$ cat src/rtl/apb_master_pkg.sv
// ============================================================================
//  Module      : apb_master_pkg
//  Description : Shared types and constants for the APB master bridge.
//  Revision    : 1.0 - initial release
// ============================================================================
`default_nettype none

package apb_master_pkg;

  typedef enum logic [1:0] {
    ST_IDLE   = 2'd0,
    ST_SETUP  = 2'd1,
    ST_ACCESS = 2'd2,
    ST_RESP   = 2'd3
  } apb_state_e;

  // Low address bits that must be zero for a word-aligned access.
  localparam logic [1:0] c_align_mask = 2'b11;

endpackage

`default_nettype wire

$ cat src/rtl/apb_master_bridge.sv
// ============================================================================
//  Module      : apb_master_bridge
//  Description : Single-outstanding request/response to APB master bridge.
//  Revision    : 1.0 - initial release
// ============================================================================
`default_nettype none

module apb_master_bridge
  import apb_master_pkg::*;
#(
  parameter int APB_ADDR_WIDTH = 32,
  parameter int TIMEOUT_CYCLES = 16
) (
  input  logic                      clk,
  input  logic                      rst,
  input  logic                      req_valid,
  output logic                      req_ready,
  input  logic [APB_ADDR_WIDTH-1:0] req_addr,
  input  logic                      req_write,
  input  logic [31:0]               req_wdata,
  output logic                      rsp_valid,
  output logic [31:0]               rsp_rdata,
  output logic                      rsp_err,
  output logic [APB_ADDR_WIDTH-1:0] PADDR,
  output logic [31:0]               PWDATA,
  output logic                      PWRITE,
  output logic                      PSEL,
  output logic                      PENABLE,
  input  logic [31:0]               PRDATA,
  input  logic                      PREADY,
  input  logic                      PSLVERR
);

  // Counter keeps at least one bit so TIMEOUT_CYCLES=0 still elaborates.
  localparam int c_cnt_w = (TIMEOUT_CYCLES > 0) ? $clog2(TIMEOUT_CYCLES + 1) : 1;
  localparam logic [c_cnt_w-1:0] c_cnt_last =
    (TIMEOUT_CYCLES > 0) ? c_cnt_w'(TIMEOUT_CYCLES - 1) : '0;

  apb_state_e                r_state;
  apb_state_e                w_next_state;
  logic [c_cnt_w-1:0]        r_cnt;
  logic [APB_ADDR_WIDTH-1:0] r_paddr;
  logic [31:0]               r_pwdata;
  logic                      r_pwrite;
  logic [31:0]               r_rsp_rdata;
  logic                      r_rsp_err;

  logic w_handshake;
  logic w_misaligned;
  logic w_timeout;

  assign w_handshake  = req_valid && (r_state == ST_IDLE);
  assign w_misaligned = |(req_addr[1:0] & c_align_mask);
  assign w_timeout    = (TIMEOUT_CYCLES != 0) && !PREADY && (r_cnt == c_cnt_last);

  always_ff @(posedge clk) begin
    if (rst) begin
      r_state <= ST_IDLE;
    end else begin
      r_state <= w_next_state;
    end
  end

  always_comb begin
    w_next_state = r_state;
    case (r_state)
      ST_IDLE: begin
        if (w_handshake) begin
          w_next_state = w_misaligned ? ST_RESP : ST_SETUP;
        end
      end
      ST_SETUP:  w_next_state = ST_ACCESS;
      ST_ACCESS: begin
        if (PREADY || w_timeout) begin
          w_next_state = ST_RESP;
        end
      end
      ST_RESP:   w_next_state = ST_IDLE;
      default:   w_next_state = ST_IDLE;
    endcase
  end

  always_comb begin
    req_ready = (r_state == ST_IDLE);
    PSEL      = (r_state == ST_SETUP) || (r_state == ST_ACCESS);
    PENABLE   = (r_state == ST_ACCESS);
    rsp_valid = (r_state == ST_RESP);
  end

  // Request capture, timeout counter and response registers.
  always_ff @(posedge clk) begin
    if (rst) begin
      r_paddr     <= '0;
      r_pwdata    <= '0;
      r_pwrite    <= 1'b0;
      r_cnt       <= '0;
      r_rsp_rdata <= '0;
      r_rsp_err   <= 1'b0;
    end else begin
      case (r_state)
        ST_IDLE: begin
          if (w_handshake) begin
            if (w_misaligned) begin
              r_rsp_err   <= 1'b1;
              r_rsp_rdata <= '0;
            end else begin
              r_paddr  <= req_addr;
              r_pwdata <= req_wdata;
              r_pwrite <= req_write;
            end
          end
        end
        ST_SETUP: r_cnt <= '0;
        ST_ACCESS: begin
          if (PREADY) begin
            r_rsp_err   <= PSLVERR;
            r_rsp_rdata <= (!r_pwrite && !PSLVERR) ? PRDATA : 32'h0;
          end else begin
            r_cnt <= r_cnt + 1'b1;
            if (w_timeout) begin
              r_rsp_err   <= 1'b1;
              r_rsp_rdata <= '0;
            end
          end
        end
        default: ;
      endcase
    end
  end

  assign PADDR     = r_paddr;
  assign PWDATA    = r_pwdata;
  assign PWRITE    = r_pwrite;
  assign rsp_rdata = r_rsp_rdata;
  assign rsp_err   = r_rsp_err;

endmodule

`default_nettype wire
$ cat config.mk
export PLATFORM = sky130hd
export DESIGN_NAME = apb_master_bridge
export DESIGN_NICKNAME = d
export VERILOG_FILES = /design/src/rtl/apb_master_pkg.sv /design/src/rtl/apb_master_bridge.sv
export SDC_FILE = /design/constraint.sdc
export NUM_CORES = 1
export LEC_CHECK = 0
export BUFFER_PORTS_ARGS = -buffer_cell sky130_fd_sc_hd__clkbuf_2
export CELL_PAD_IN_SITES_DETAIL_PLACEMENT = 1
export CELL_PAD_IN_SITES_GLOBAL_PLACEMENT = 1
export CORE_UTILIZATION = 35
export DETAILED_ROUTE_END_ITERATION = 7
export PLACE_DENSITY_LB_ADDON = 0.1
export SLEW_MARGIN = 10
export SYNTH_ARGS = -nofsm -noshare
export SYNTH_HDL_FRONTEND = slang
export SYNTH_SLANG_ARGS = --single-unit
$ cat constraint.sdc
create_clock -name clk -period 4.25 [get_ports clk]
set_input_delay 0.85 -clock clk [delete_from_list [all_inputs] [get_ports clk]]
set_output_delay 0.85 -clock clk [all_outputs]
set_load 0.02 [all_outputs]
## After elaboration in Yosys (flattened, before gate mapping)

Index checks and enable logic that the tools add are counted.

- Add/sub/neg operators: 1
- $mul: 0
- Div/mod/pow operators: 0
- $lt $le $gt $ge: 0
- Eq/ne operators: 9
- Shift operators: 0
- Mux-type cells: 17
- Bitwise logic cells: 1
- Reduce and logical (&&, ||, !) cells: 16

Operator list:

| kind | count |
|---|---|
| $mux W32 | 5 |
| $pmux W32 S2 | 1 |
| $pmux W5 S2 | 1 |
| $pmux W2 S4 | 1 |
| $mux W2 | 3 |
| $ne A2 B1 Y1 const B | 3 |
| $add A5 B1 Y5 const B | 1 |
| $eq A5 B4 Y1 const B | 1 |
| $mux W5 | 1 |
| $eq A2 B2 Y1 const B | 2 |
| $mux W1 | 4 |
| $reduce_and A2 Y1 | 2 |
| $reduce_and A4 Y1 | 1 |
| $reduce_bool A2 Y1 | 2 |
| $logic_and A1 B1 Y1 | 3 |
| $logic_not A1 Y1 | 3 |
| $ne A3 B1 Y1 const B | 1 |
| $reduce_and A3 Y1 | 1 |
| $eq A2 B1 Y1 const B | 1 |
| $logic_not A2 Y1 | 1 |
| $logic_or A1 B1 Y1 | 2 |
| $ne A2 B2 Y1 const B | 1 |
| $pmux W1 S2 | 1 |
| $reduce_or A2 Y1 | 1 |
| $not A1 Y1 | 1 |

- Register bits after elaboration: 105
- Bits in latches: 0
- RAM bits: 0
- Bits in read-only memories: 0
- Input bits: 102
- Output and inout port bits: 102
- Memories kept: 0

## Depth between registers and ports, before layout

- Depth after elaboration: 5
- Mapped depth: 8
- Depth with buffers taken out: 6

## Least setup slack after synthesis

Ideal clock, no wire load.

- Path type: reg2reg
- From: reg r_state[0]
- To: reg r_rsp_rdata[10], in the netlist rsp_rdata[10]
- Arrival: 1.818 ns
- Setup slack: 2.360 ns
- Stages on the path, launching flop included: 7
- Path buffers: 1
- Period minus slack after synthesis: 1.890 ns
- Cell sequence: dfxtp_1 > inv_1 > ha_1 > nor3b_4 > nor4_4 > buf_6 > mux2i_1

- Word-level cells in the longest chain between the ends: 4
- Elaborated cells on any way between the ends: 9
- Classes of those cells: eq/ne: 4; mux: 1; reduce/logical: 4

Ends and longest elaborated chain:

| what | RTL line | source |
|---|---|---|
| start: declaration | apb_master_bridge.sv:39 | `apb_state_e r_state;` |
| start signal: assignment | apb_master_bridge.sv:60 | `r_state <= w_next_state;` |
| $logic_not A2 Y1 * | n/a |  |
| named net req_ready | apb_master_bridge.sv:17 | `output logic req_ready,` |
| $logic_and A1 B1 Y1 | apb_master_bridge.sv:52 | `assign w_handshake = req_valid && (r_state == ST_IDLE);` |
| $ne A2 B1 Y1 (no line) | n/a |  |
| $reduce_and A4 Y1 (no line) | n/a |  |
| end signal: assignment | apb_master_bridge.sv:117 | `r_rsp_rdata <= (!r_pwrite && !PSLVERR) ? PRDATA : 32'h0;` |
| end: declaration | apb_master_bridge.sv:45 | `logic [31:0] r_rsp_rdata;` |

The timed path passes the listed nets; every way through them passes the cells marked *.
A chain may end at the register's enable or synchronous reset.

## Final worst setup path

- From: reg r_state[1]
- To: reg r_paddr[26], in the netlist PADDR[26]

- Word-level cells in the longest chain between the ends: 3

Ends and longest elaborated chain:

| what | RTL line | source |
|---|---|---|
| $logic_not A2 Y1 * | apb_master_bridge.sv:52, apb_master_bridge.sv:100 |  |
| $logic_and A1 B1 Y1 | apb_master_bridge.sv:52 |  |
| $reduce_and A3 Y1 (no line) * | n/a |  |
| end signal: assignment | apb_master_bridge.sv:107 | `r_paddr <= req_addr;` |
| end: declaration | apb_master_bridge.sv:42 | `logic [APB_ADDR_WIDTH-1:0] r_paddr;` |

Mark *: on every way between the ends. The rest lies on a longest branch, timed or not.

==> qor.yml <==
outcome: "finished, final reports clean"
postRouteWirelength_mm: 11.9
io_pins: 204
synth_top_area_frac: 0.508
max_freq_ghz: 0.431
nNetsFinal: 769
clock-sinks: 105
setup_tns_ns: 0
r2r_setup_slack_ns: 1.93
maxCapViolCount: 0
relSlewSlack: 0.361
synthTopCellsByArea: "dfxtp_1 (51%), nand2_1 (12%), a21oi_1 (8.2%), mux2i_1 (7.7%), nand2b_1 (5.0%)"
drive_gt1_frac: 0.343
synth_cells: 479
drc_errors: 0
seq_area_frac_synth: 0.508
cts_root_buf: "clkbuf_16"
reg2reg_from: "r_state[1]"
drt_iter0_drc: 140
gr-total-overflow: 0
crit_fanout: 34
yosys_warnings: 0
antenna_cells: 0
ys_ff_latch: 105
crit_chain: "inv_1 > ha_1 > and4bb_2 > buf_4 > nand2_1 > a21oi_1"
finalCritPeriodShare: 0.547
grt_pass1_wl_mm: 19.9
holdPathStages: 2
yosysTopAreaCell: "dfxtp_1"
cts_resized: 0
wl_met2_mm: 5.85
grt_pass1_vias: 4007
p_leak_nw: 2.38
powerDensity_nw_per_um2: 456
synth_cell_types: 35
cpPeakStageDelay_ns: 0.76
grt_usage: 0.200
vias: 3925
gp_congestion: 0.732
stdcell_area_um2: 5460
post_cts_buffers: 0
place_ws_ns: 1.64
core-area_um2: 11500
antenna_found_initial: 0
rsz0062_at_grt: "false"
clockBufferDepth: 2
met3WireLength_um: 721
hold_buffers: 0
ant_nets: 0
start_util: 0.361
path_class: "reg2reg"
critical_path.slowest_cell: "and4bb_2"
min_from: "PWDATA[16]"
final_core_util: 0.476
cp-start-kind: "flip-flop"
die-area_um2: 12300
row_count: 39
tightest_slew_ns: 0.958
syn_nets: 587
avgViaCountPerCell: 4.86
synth_ff_type: "dfxtp_1"
power_w: 0.00249
finalHoldViolCount: 0
cp.arrival_ns: 2.59
ys_async_sr_fraction: 0
period_minus_slack_ns: 2.32
r2r-end: "PADDR[26]"
post_drt_wl_per_cell_um: 14.7
dieHeight_um: 111
timing.final.ws_setup_ns: 1.93
insertion_delay_ns: 0.34
fin_worst_skew_ns: 0.00515
min_to: "PWDATA[16]"
clkTransAtPathRegs_ns: 0.07
die_w_um: 111
numPortBuffers: 203
grt_start_max_net_pins: 77
slew_viol_final: 0
htreeDepth: 3
place_area_um2: 5210
setup_viol: 0
critPathCaptureType: "flip-flop"
syn_to_final_growth_pct: 31.8
worst_r2r_path_depth: 6
drt-pass1-iter-count: 4
routed.top_layer: "met4"
synth_area_um2: 4140
cts_tree: "done"
numCtsBuffers: 9
hold_class: "reg2reg"
required_ns: 4.52
synth_edf_count: 0
drt-met1-wl_mm: 5.12
irDropWorstVdd_mv: 0.224
avgSynthCellArea_um2: 8.65
dp_hpwl_mm: 8.51
[metrics by stage]
step / hold slack (ns) / cells
floorplan: 0.426 / 479
global placement: 0.442 / 793
detailed placement: 0.450 / 793
CTS: 0.458 / 807
global route: 0.475 / 807
finish: 0.452 / 807
[cells in the mapped netlist, types with 2 or more instances]
master    count
ha_1          6
nor3b_1       3
nor2_1        5
or3b_2        2
a311oi_1      2
dfxtp_1     105
mux2i_1      32
nand3_1      32
nand2_1     128
o21ai_0       4
clkbuf_1     21
buf_6         3
buf_2        11
a21oi_1      68
inv_1         5
nand2b_1     33
[sequential cells by signal, indices dropped and copies added (netlist names)]
register and count:
r_state 2, r_cnt 5, PADDR 32, PWRITE 1, PWDATA 32, rsp_rdata 32, rsp_err 1
[where the power goes]
part / internal [W] / total (W) / switching [W]
sequential: 0.00105 / 0.00109 / 0.0000380
combinational: 0.000260 / 0.000670 / 0.000410
clock: 0.000391 / 0.000737 / 0.000346
total: 0.00170 / 0.00249 / 0.000793
[per-layer routing]
metal,vias to the layer above,global-route usage
met5,-,0
li1,1944,-
met2,110,0.344
met1,1856,0.241
met4,0,0.0764
met3,15,0.0492
[layout make-up]
cell class | instances | area [um^2]
inverter | 5 | 18.8
sequential | 105 | 2100
clock inverter | 1 | 5.00
clock buffer | 13 | 240
tap | 143 | 179
fill | 1419 | 6010
multi-input combinational | 333 | 1870
timing repair buffer | 207 | 1050
[cells in the final DEF (no fill, tap or decap), drive strengths merged, types with 2 or more instances in the layout]
master | netlist | routed
dfxtp | 105 | 105
nand2 | 128 | 128
mux2i | 32 | 32
clkbuf | 21 | 215
nor3b | 4 | 4
o21ai | 4 | 4
buf | 15 | 5
inv | 5 | 5
nor2b | 2 | 2
or3b | 2 | 2
a21oi | 68 | 68
a311oi | 2 | 2
nand2b | 33 | 33
ha | 6 | 6
nor2 | 5 | 5
nand3 | 32 | 32
[worst max-delay path by stage]
stage | depth (start not counted) | endpoint | slack, ns | from
2_1_floorplan | 6 | rsp_rdata[10] | 2.36 | r_state[0]
3_3_place_gp | 5 | PWDATA[11] | 1.74 | req_addr[1]
3_5_place_dp | 5 | PADDR[26] | 1.64 | req_addr[1]
4_1_cts | 6 | PADDR[26] | 1.84 | r_state[1]
5_1_grt | 6 | PWDATA[14] | 1.66 | r_state[1]
6_report | 6 | PADDR[26] | 1.93 | r_state[1]
[cells by family (layout without fill, tap and decap cells)]
| group | Yosys count | count (layout) | synth area share |
|---|---|---|---|
| compound gates | 79 | 79 | 0.102 |
| flops | 105 | 105 | 0.508 |
| mux | 32 | 32 | 0.0773 |
| simple gates | 216 | 216 | 0.250 |
| buf+inv | 41 | 226 | 0.0459 |
| fa+ha+maj | 6 | 6 | 0.0181 |
[worst max-delay path, delay by kind of cell, from the launching register on]
family,cells,cell delay [ns]
buffers and inverters,2,0.54
and+or+nand+nor,2,0.86
DFF,1,0.35
adders and majority gates,1,0.34
AOI/OAI and AO/OA,1,0.15
Power figures use the tool's default switching activity.
